$ cat src/rtl/pc_fetch_if.sv
// Fetch-stage bus: PC-controller/hazard inputs, instruction memory port, and
// the IF/ID pipeline register outputs, plus the fetch FSM state for debug.
interface pc_fetch_if #(
  parameter int unsigned PC_WIDTH    = 32,
  parameter int unsigned INSTR_WIDTH = 32
);
  // valid_id_o qualifies pc_id_o/pc_plus_id_o/instr_id_o; there is no ready,
  // back-pressure arrives as stall_i and holds every IF/ID output unchanged.
  logic                   stall_i;
  logic                   pc_select_i;
  logic                   clear_pipes_i;
  logic [PC_WIDTH-1:0]    branch_target_i;
  logic [INSTR_WIDTH-1:0] instr_i;
  logic [PC_WIDTH-1:0]    imem_addr_o;
  logic [PC_WIDTH-1:0]    pc_id_o;
  logic [PC_WIDTH-1:0]    pc_plus_id_o;
  logic [INSTR_WIDTH-1:0] instr_id_o;
  logic                   valid_id_o;
  logic [1:0]             fetch_state;

  modport master (
    output stall_i, pc_select_i, clear_pipes_i, branch_target_i, instr_i,
    input  imem_addr_o, pc_id_o, pc_plus_id_o, instr_id_o, valid_id_o,
           fetch_state
  );

  modport slave (
    input  stall_i, pc_select_i, clear_pipes_i, branch_target_i, instr_i,
    output imem_addr_o, pc_id_o, pc_plus_id_o, instr_id_o, valid_id_o,
           fetch_state
  );
endinterface

$ cat src/rtl/pc_fetch_stage.sv
// Fetch stage: PC register, zero-latency imem address, IF/ID register, redirect bubbles.
// Optional FETCH_PERF_CNT_EN adds fetch_cnt_o / flush_cnt_o performance counters.
module pc_fetch_stage #(
  parameter int unsigned         PC_WIDTH      = 32,
  parameter int unsigned         INSTR_WIDTH   = 32,
  parameter logic [PC_WIDTH-1:0] RESET_VECTOR  = '0,
  parameter int unsigned         PC_STEP       = 4,
  parameter int unsigned         FLUSH_BUBBLES = 0
) (
  input  logic       clk_i,
  input  logic       rst_i,
  pc_fetch_if.slave  bus
`ifdef FETCH_PERF_CNT_EN
  ,
  output logic [31:0] fetch_cnt_o,
  output logic [31:0] flush_cnt_o
`endif
);

  localparam logic [1:0] S_BOOT     = 2'd0;
  localparam logic [1:0] S_RUN      = 2'd1;
  localparam logic [1:0] S_REDIRECT = 2'd2;

  localparam logic [PC_WIDTH-1:0] STEP        = PC_WIDTH'(PC_STEP);
  localparam logic [1:0]          BUBBLES     = 2'(FLUSH_BUBBLES);
  localparam bit                  HAS_BUBBLES = (FLUSH_BUBBLES > 0);

  logic [1:0]             state;
  logic [1:0]             state_next;
  logic [1:0]             bub_cnt;
  logic [1:0]             bub_cnt_next;
  logic [1:0]             bub_step;

  logic [PC_WIDTH-1:0]    pc;
  logic [PC_WIDTH-1:0]    pc_next;
  logic [PC_WIDTH-1:0]    pc_seq;
  logic                   id_load;
  logic                   id_kill;

  logic [PC_WIDTH-1:0]    pc_id;
  logic [PC_WIDTH-1:0]    pc_plus_id;
  logic [INSTR_WIDTH-1:0] instr_id;
  logic                   valid_id;

  // Sequential increment wraps modulo 2^PC_WIDTH by construction.
  assign pc_seq = pc + STEP;

  always_ff @(posedge clk_i) begin
    if (rst_i) begin
      state   <= S_BOOT;
      bub_cnt <= '0;
    end else begin
      state   <= state_next;
      bub_cnt <= bub_cnt_next;
    end
  end

  always_comb begin
    state_next   = state;
    bub_cnt_next = bub_cnt;
    bub_step     = '0;
    case (state)
      S_BOOT: state_next = S_RUN;
      S_RUN: begin
        if (bus.pc_select_i && HAS_BUBBLES) begin
          state_next   = S_REDIRECT;
          bub_cnt_next = '0;
        end
      end
      S_REDIRECT: begin
        // A fresh redirect while draining counts itself as bubble number one.
        bub_step = bus.pc_select_i ? 2'd1 : bub_cnt + 2'd1;
        if (bub_step >= BUBBLES) begin
          state_next   = S_RUN;
          bub_cnt_next = '0;
        end else begin
          bub_cnt_next = bub_step;
        end
      end
      default: begin
        state_next   = S_BOOT;
        bub_cnt_next = '0;
      end
    endcase
  end

  always_comb begin
    pc_next = pc;
    id_load = 1'b0;
    id_kill = 1'b0;
    case (state)
      S_BOOT: id_kill = 1'b1;
      S_RUN: begin
        if (bus.pc_select_i) begin
          pc_next = bus.branch_target_i;
          id_kill = 1'b1;
        end else if (bus.clear_pipes_i) begin
          pc_next = pc_seq;
          id_kill = 1'b1;
        end else if (!bus.stall_i) begin
          pc_next = pc_seq;
          id_load = 1'b1;
        end
      end
      S_REDIRECT: begin
        id_kill = 1'b1;
        if (bus.pc_select_i) pc_next = bus.branch_target_i;
      end
      default: id_kill = 1'b1;
    endcase
  end

  // Killed slots only drop valid; stale payload stays for consumers to ignore.
  always_ff @(posedge clk_i) begin
    if (rst_i) begin
      pc         <= RESET_VECTOR;
      pc_id      <= '0;
      pc_plus_id <= '0;
      instr_id   <= '0;
      valid_id   <= 1'b0;
    end else begin
      pc <= pc_next;
      if (id_load) begin
        pc_id      <= pc;
        pc_plus_id <= pc_seq;
        instr_id   <= bus.instr_i;
        valid_id   <= 1'b1;
      end else if (id_kill) begin
        valid_id   <= 1'b0;
      end
    end
  end

  assign bus.imem_addr_o  = pc;
  assign bus.pc_id_o      = pc_id;
  assign bus.pc_plus_id_o = pc_plus_id;
  assign bus.instr_id_o   = instr_id;
  assign bus.valid_id_o   = valid_id;
  assign bus.fetch_state  = state;

`ifdef FETCH_PERF_CNT_EN
  logic [31:0] fetch_cnt;
  logic [31:0] flush_cnt;
  logic        flush_ev;

  assign flush_ev = ((state == S_RUN) || (state == S_REDIRECT)) &&
                    (bus.pc_select_i || bus.clear_pipes_i);

  always_ff @(posedge clk_i) begin
    if (rst_i) begin
      fetch_cnt <= '0;
      flush_cnt <= '0;
    end else begin
      if (id_load)  fetch_cnt <= fetch_cnt + 32'd1;
      if (flush_ev) flush_cnt <= flush_cnt + 32'd1;
    end
  end

  assign fetch_cnt_o = fetch_cnt;
  assign flush_cnt_o = flush_cnt;
`endif

endmodule

$ cat src/flat_wrapper.sv
// flat-port wrapper written by rule: the top's interface ports become plain ports
module pc_fetch_stage_flat 
#(
  parameter int unsigned         PC_WIDTH      = 32,
  parameter int unsigned         INSTR_WIDTH   = 32,
  parameter logic [PC_WIDTH-1:0] RESET_VECTOR  = '0,
  parameter int unsigned         PC_STEP       = 4,
  parameter int unsigned         FLUSH_BUBBLES = 0
)
  (clk_i, rst_i, bus_stall_i, bus_pc_select_i, bus_clear_pipes_i, bus_branch_target_i, bus_instr_i, bus_imem_addr_o, bus_pc_id_o, bus_pc_plus_id_o, bus_instr_id_o, bus_valid_id_o, bus_fetch_state);
  pc_fetch_if #(.PC_WIDTH(PC_WIDTH), .INSTR_WIDTH(INSTR_WIDTH)) bus_i ();
  input  logic clk_i;
  input  logic rst_i;
  input wire logic [$bits(bus_i.stall_i)-1:0] bus_stall_i;
  input wire logic [$bits(bus_i.pc_select_i)-1:0] bus_pc_select_i;
  input wire logic [$bits(bus_i.clear_pipes_i)-1:0] bus_clear_pipes_i;
  input wire logic [$bits(bus_i.branch_target_i)-1:0] bus_branch_target_i;
  input wire logic [$bits(bus_i.instr_i)-1:0] bus_instr_i;
  output wire logic [$bits(bus_i.imem_addr_o)-1:0] bus_imem_addr_o;
  output wire logic [$bits(bus_i.pc_id_o)-1:0] bus_pc_id_o;
  output wire logic [$bits(bus_i.pc_plus_id_o)-1:0] bus_pc_plus_id_o;
  output wire logic [$bits(bus_i.instr_id_o)-1:0] bus_instr_id_o;
  output wire logic [$bits(bus_i.valid_id_o)-1:0] bus_valid_id_o;
  output wire logic [$bits(bus_i.fetch_state)-1:0] bus_fetch_state;
  assign bus_i.stall_i = bus_stall_i;
  assign bus_i.pc_select_i = bus_pc_select_i;
  assign bus_i.clear_pipes_i = bus_clear_pipes_i;
  assign bus_i.branch_target_i = bus_branch_target_i;
  assign bus_i.instr_i = bus_instr_i;
  assign bus_imem_addr_o = bus_i.imem_addr_o;
  assign bus_pc_id_o = bus_i.pc_id_o;
  assign bus_pc_plus_id_o = bus_i.pc_plus_id_o;
  assign bus_instr_id_o = bus_i.instr_id_o;
  assign bus_valid_id_o = bus_i.valid_id_o;
  assign bus_fetch_state = bus_i.fetch_state;
  pc_fetch_stage #(.PC_WIDTH(PC_WIDTH), .INSTR_WIDTH(INSTR_WIDTH), .RESET_VECTOR(RESET_VECTOR), .PC_STEP(PC_STEP), .FLUSH_BUBBLES(FLUSH_BUBBLES)) u_core (.clk_i(clk_i), .rst_i(rst_i), .bus(bus_i));
endmodule
$ cat config.mk
export PLATFORM = sky130hd
export DESIGN_NAME = pc_fetch_stage_flat
export DESIGN_NICKNAME = d
export VERILOG_FILES = /design/src/rtl/pc_fetch_if.sv /design/src/rtl/pc_fetch_stage.sv /design/src/flat_wrapper.sv
export SDC_FILE = /design/constraint.sdc
export NUM_CORES = 1
export LEC_CHECK = 0
export CORE_MARGIN = 4
export CORE_UTILIZATION = 42
export DETAILED_ROUTE_END_ITERATION = 6
export HOLD_SLACK_MARGIN = 0.06
export MAX_ROUTING_LAYER = met4
export PLACE_DENSITY_LB_ADDON = 0.25
export SYNTH_ARGS = -nofsm -noshare
export SYNTH_HDL_FRONTEND = slang
export SYNTH_SLANG_ARGS = --single-unit
$ cat constraint.sdc
create_clock -name clk_i -period 4.9 [get_ports clk_i]
set_input_delay 0.98 -clock clk_i [delete_from_list [all_inputs] [get_ports clk_i]]
set_output_delay 0.98 -clock clk_i [all_outputs]
set_load 0.05 [all_outputs]
==> results by group <==
Cells and area
  – Ratio of cells with drive above 1 in the final layout: 0.0518
  – Fill count: 1115
  – # diodes: 0
  – Post-layout nets: 926
  – Commonest non-fill, non-tap cells in the layout: 196 x clkdlybuf4s50_1, 158 x nand2_1, 128 x dfxtp_1
  – Area Overhead vs Synth: 44.5%
  – Commonest non-fill, non-tap cell in the layout: clkdlybuf4s50_1
  – Fin util: 0.630
  – Final instance area: 0.00811 mm²

Critical path
  – Worst setup path endpoint: bus_imem_addr_o[4]
  – Reg-to-Reg End: u_core.bus.imem_addr_o[20]
  – CP max-delay cell: clkdlybuf4s50_1
  – Critical path buffers and inverters: 1
  – CP peak stage delay: 0.90 ns
  – Reg2reg start: u_core.bus.imem_addr_o[2]
  – Worst-path cell chain: clkdlybuf4s50_1
  – Worst-case reg-to-reg path depth: 6
  – CP arrival: 1.91 ns
  – Crit start category: flop
  – Worst R2R Setup Slack: 2.26 ns
  – Setup crit start: u_core.bus.imem_addr_o[4]
  – CP required: 3.92 ns
  – Critical Path End Type: output pin
  – Crit Path Max Fanout: 11
  – Crit path kind: flop to output pin
  – Delay-heaviest family, CP: buffers and inverters
  – Stages on the worst setup path: 1

Power
  – Cell Int Power: 0.00198 W
  – Pwr per Cell Area: 329 mW/mm²
  – Switch Pwr: 0.000692 W
  – Sequential share of power: 0.417
  – Sw Share: 0.259
  – Static leakage: 2.77 nW
  – Worst ir drop on vdd: 207 µV
  – Clock share of power: 0.449
  – Combinational fraction of design power: 0.134

Detailed routing
  – Initial DRC Count: 374
  – DRC: 0
  – Remaining antenna violation count: 0
  – Via-per-instance ratio: 5.29
  – Routed len/inst: 16.2 µm
  – Vias: 5506
  – Drt pass-1 iters: 5
  – Final WL: 16900 µm

Placement
  – Final HPWL DP: 11600 µm
  – Dpl cell area: 0.00756 mm²
  – PortBufs: 198
  – RePlAce Congestion: 0.812
  – Pre-CTS setup slack: 1.63 ns

Yosys
  – Cell Area, Synth: 0.00562 mm²
  – Ys flop type: dfxtp_1
  – Post-synth cell types: 50
  – Register bit total from synthesis: 128
  – Synth Instances: 703
  – Asr flop ratio synth: 0
  – Post-synthesis sequential area ratio: 0.456
  – Top-area cell type share of the netlist area: 0.456
  – Post-synth EDFFs: 0
  – Post-Syn Nets: 773
  – Top cells by area, synth: dfxtp_1 46%, nand2_1 11%, a21oi_1 7.8%, a211oi_1 4.3%, nor2_1 3.4%
  – Yosys warns: 0
  – Cell taking the most area after synthesis: dfxtp_1
  – Avg Cell Area, Syn: 7.99 µm²

Min path
  – HP Class: flop to flop
  – Hold Path Origin: u_core.bus.instr_id_o[2]

Clocking
  – Clk_lat worst skew: 0.42 ns
  – Post-CTS setup buffer count: 0
  – Root Driver: clkbuf_16
  – CTS H-Tree Depth: 4
  – # resized after CTS: 0
  – Inserted Clock Buffers: 17
  – CTS tree: done
  – Clock Pin Slew Worst Setup and Hold Paths: 0.05 ns
  – Clock tree buffer depth: 2
  – Hold_buf cts: 0
  – Clock sink total: 128

Floorplanning
  – Effective utilization at floorplan: 0.436
  – Die Span X: 124 µm
  – Rows: 41
  – Die ar.: 0.0153 mm²
  – Ports: 200
  – Die Y: 124 µm
  – Core box area: 0.0129 mm²

Global routing
  – Initial antenna violation count: 0
  – First-pass GRT wire length: 26600 µm
  – Vias in the first global route: 5404
  – Largest net degree at the start of global routing: 122
  – GRT Resource Usage Total: 0.227
  – Total congestion overflow: 0

Timing
  – Final hold vios: 0
  – Final setup vio count: 0
  – Clock Skews: 0.00725 ns
  – TNS Setup: 0 ns
  – Period utilisation layout: 0.589
  – Tightest Pin Transition: 1.31 ns
  – Worst rel slew slack: 0.125
  – Final setup margin: 2.01 ns
  – RSZ-0062 raised after global routing: false
  – Fin crit period: 2.89 ns
  – Final Max Slew Viols: 0
  – FMAX: 346 MHz

Run
  – Max_cap viols: 0

Status
  – Outcome: finished clean
==> power groups by stage <==
stage                     clock network, W  registers, W  logic [W]
after global placement                   0       0.00113   0.000353
after detailed placement                 0       0.00114   0.000358
after floorplan                          0       0.00122   0.000124
after CTS                          0.00121       0.00111   0.000360
final                              0.00120       0.00112   0.000358
after global routing               0.00127       0.00112   0.000380
==> stage by stage <==
step / cells / total power [W] / hold slack, ns
finish: 1040 / 0.00267 / 0.451
global placement: 1009 / 0.00149 / 0.442
CTS: 1040 / 0.00269 / 0.455
floorplan: 703 / 0.00135 / 0.445
detailed placement: 1009 / 0.00149 / 0.448
global route: 1040 / 0.00277 / 0.470
==> worst min-delay path, cell delays in order, from the launching register on <==
cell     delay, ns
dfxtp_1       0.30
nand2_1       0.05
a21oi_1       0.05
==> cells by family after synthesis <==
kind of cell,after synthesis,synth area share
xor gates and xnor gates,28,0.0437
DFF,128,0.456
muxes,6,0.0107
buffers and inverters,72,0.0570
other,1,0.000668
and+or+nand+nor,295,0.243
adders and majority gates,1,0.00223
AOI/OAI and AO/OA,172,0.186
==> Yosys cell counts, types with 2 or more instances <==
cell type  count
or4_1          3
mux2i_1        6
and4_1         4
nor2b_1        5
nor4_1         2
o21ai_0       16
o31ai_1        3
nor2_1        51
inv_1          3
a211oi_1      32
a21oi_1       87
buf_4          6
o41ai_1        2
xor2_1        16
or3_1          6
a22oi_1        4
and3_1        12
nand2_1      158
a31oi_1       13
xnor2_1       12
nand3_1       25
dfxtp_1      128
nand4_1        9
a22o_1         5
a32o_1         6
nor3_1         7
clkbuf_1      45
buf_2         15
==> flip-flops by register name (all words and copies together), names as in the netlist <==
| signal | count |
|---|---|
| u_core.bus.pc_plus_id_o | 32 |
| u_core.bus.valid_id_o | 1 |
| u_core.bus.pc_id_o | 30 |
| u_core.bus.imem_addr_o | 32 |
| u_core.bus.fetch_state | 1 |
| u_core.bus.instr_id_o | 32 |
==> final cells by class <==
cell class	count	area, µm²	area share
Multi-Input combinational cell	503	2740	0.338
Sequential cell	128	2560	0.316
Timing Repair Buffer	203	2020	0.249
Clock buffer	24	472	0.0581
Tap cell	172	215	0.0265
Clock inverter	7	85.1	0.0105
Inverter	3	11.3	0.00139
==> how the worst min path moves through the flow <==
stage,cells after the start,endpoint,slack [ns]
after detailed placement,2,u_core.bus.pc_id_o[22],0.45
after CTS,2,u_core.bus.pc_id_o[22],0.46
after floorplan,2,u_core.bus.pc_plus_id_o[0],0.45
final,2,u_core.bus.instr_id_o[2],0.45
after global routing,2,u_core.bus.pc_id_o[7],0.47
after global placement,2,u_core.bus.instr_id_o[2],0.44
==> layer usage <==
layer  GRT usage  vias to the layer above  routed length, µm
li1            -                     2730                  -
met1       0.286                     2578               7340
met2       0.356                      167               8370
met3      0.0427                       31                779
met4       0.100                        0                406
met5           -                        -                  0
Note: power is estimated with default switching activity, not from simulation.
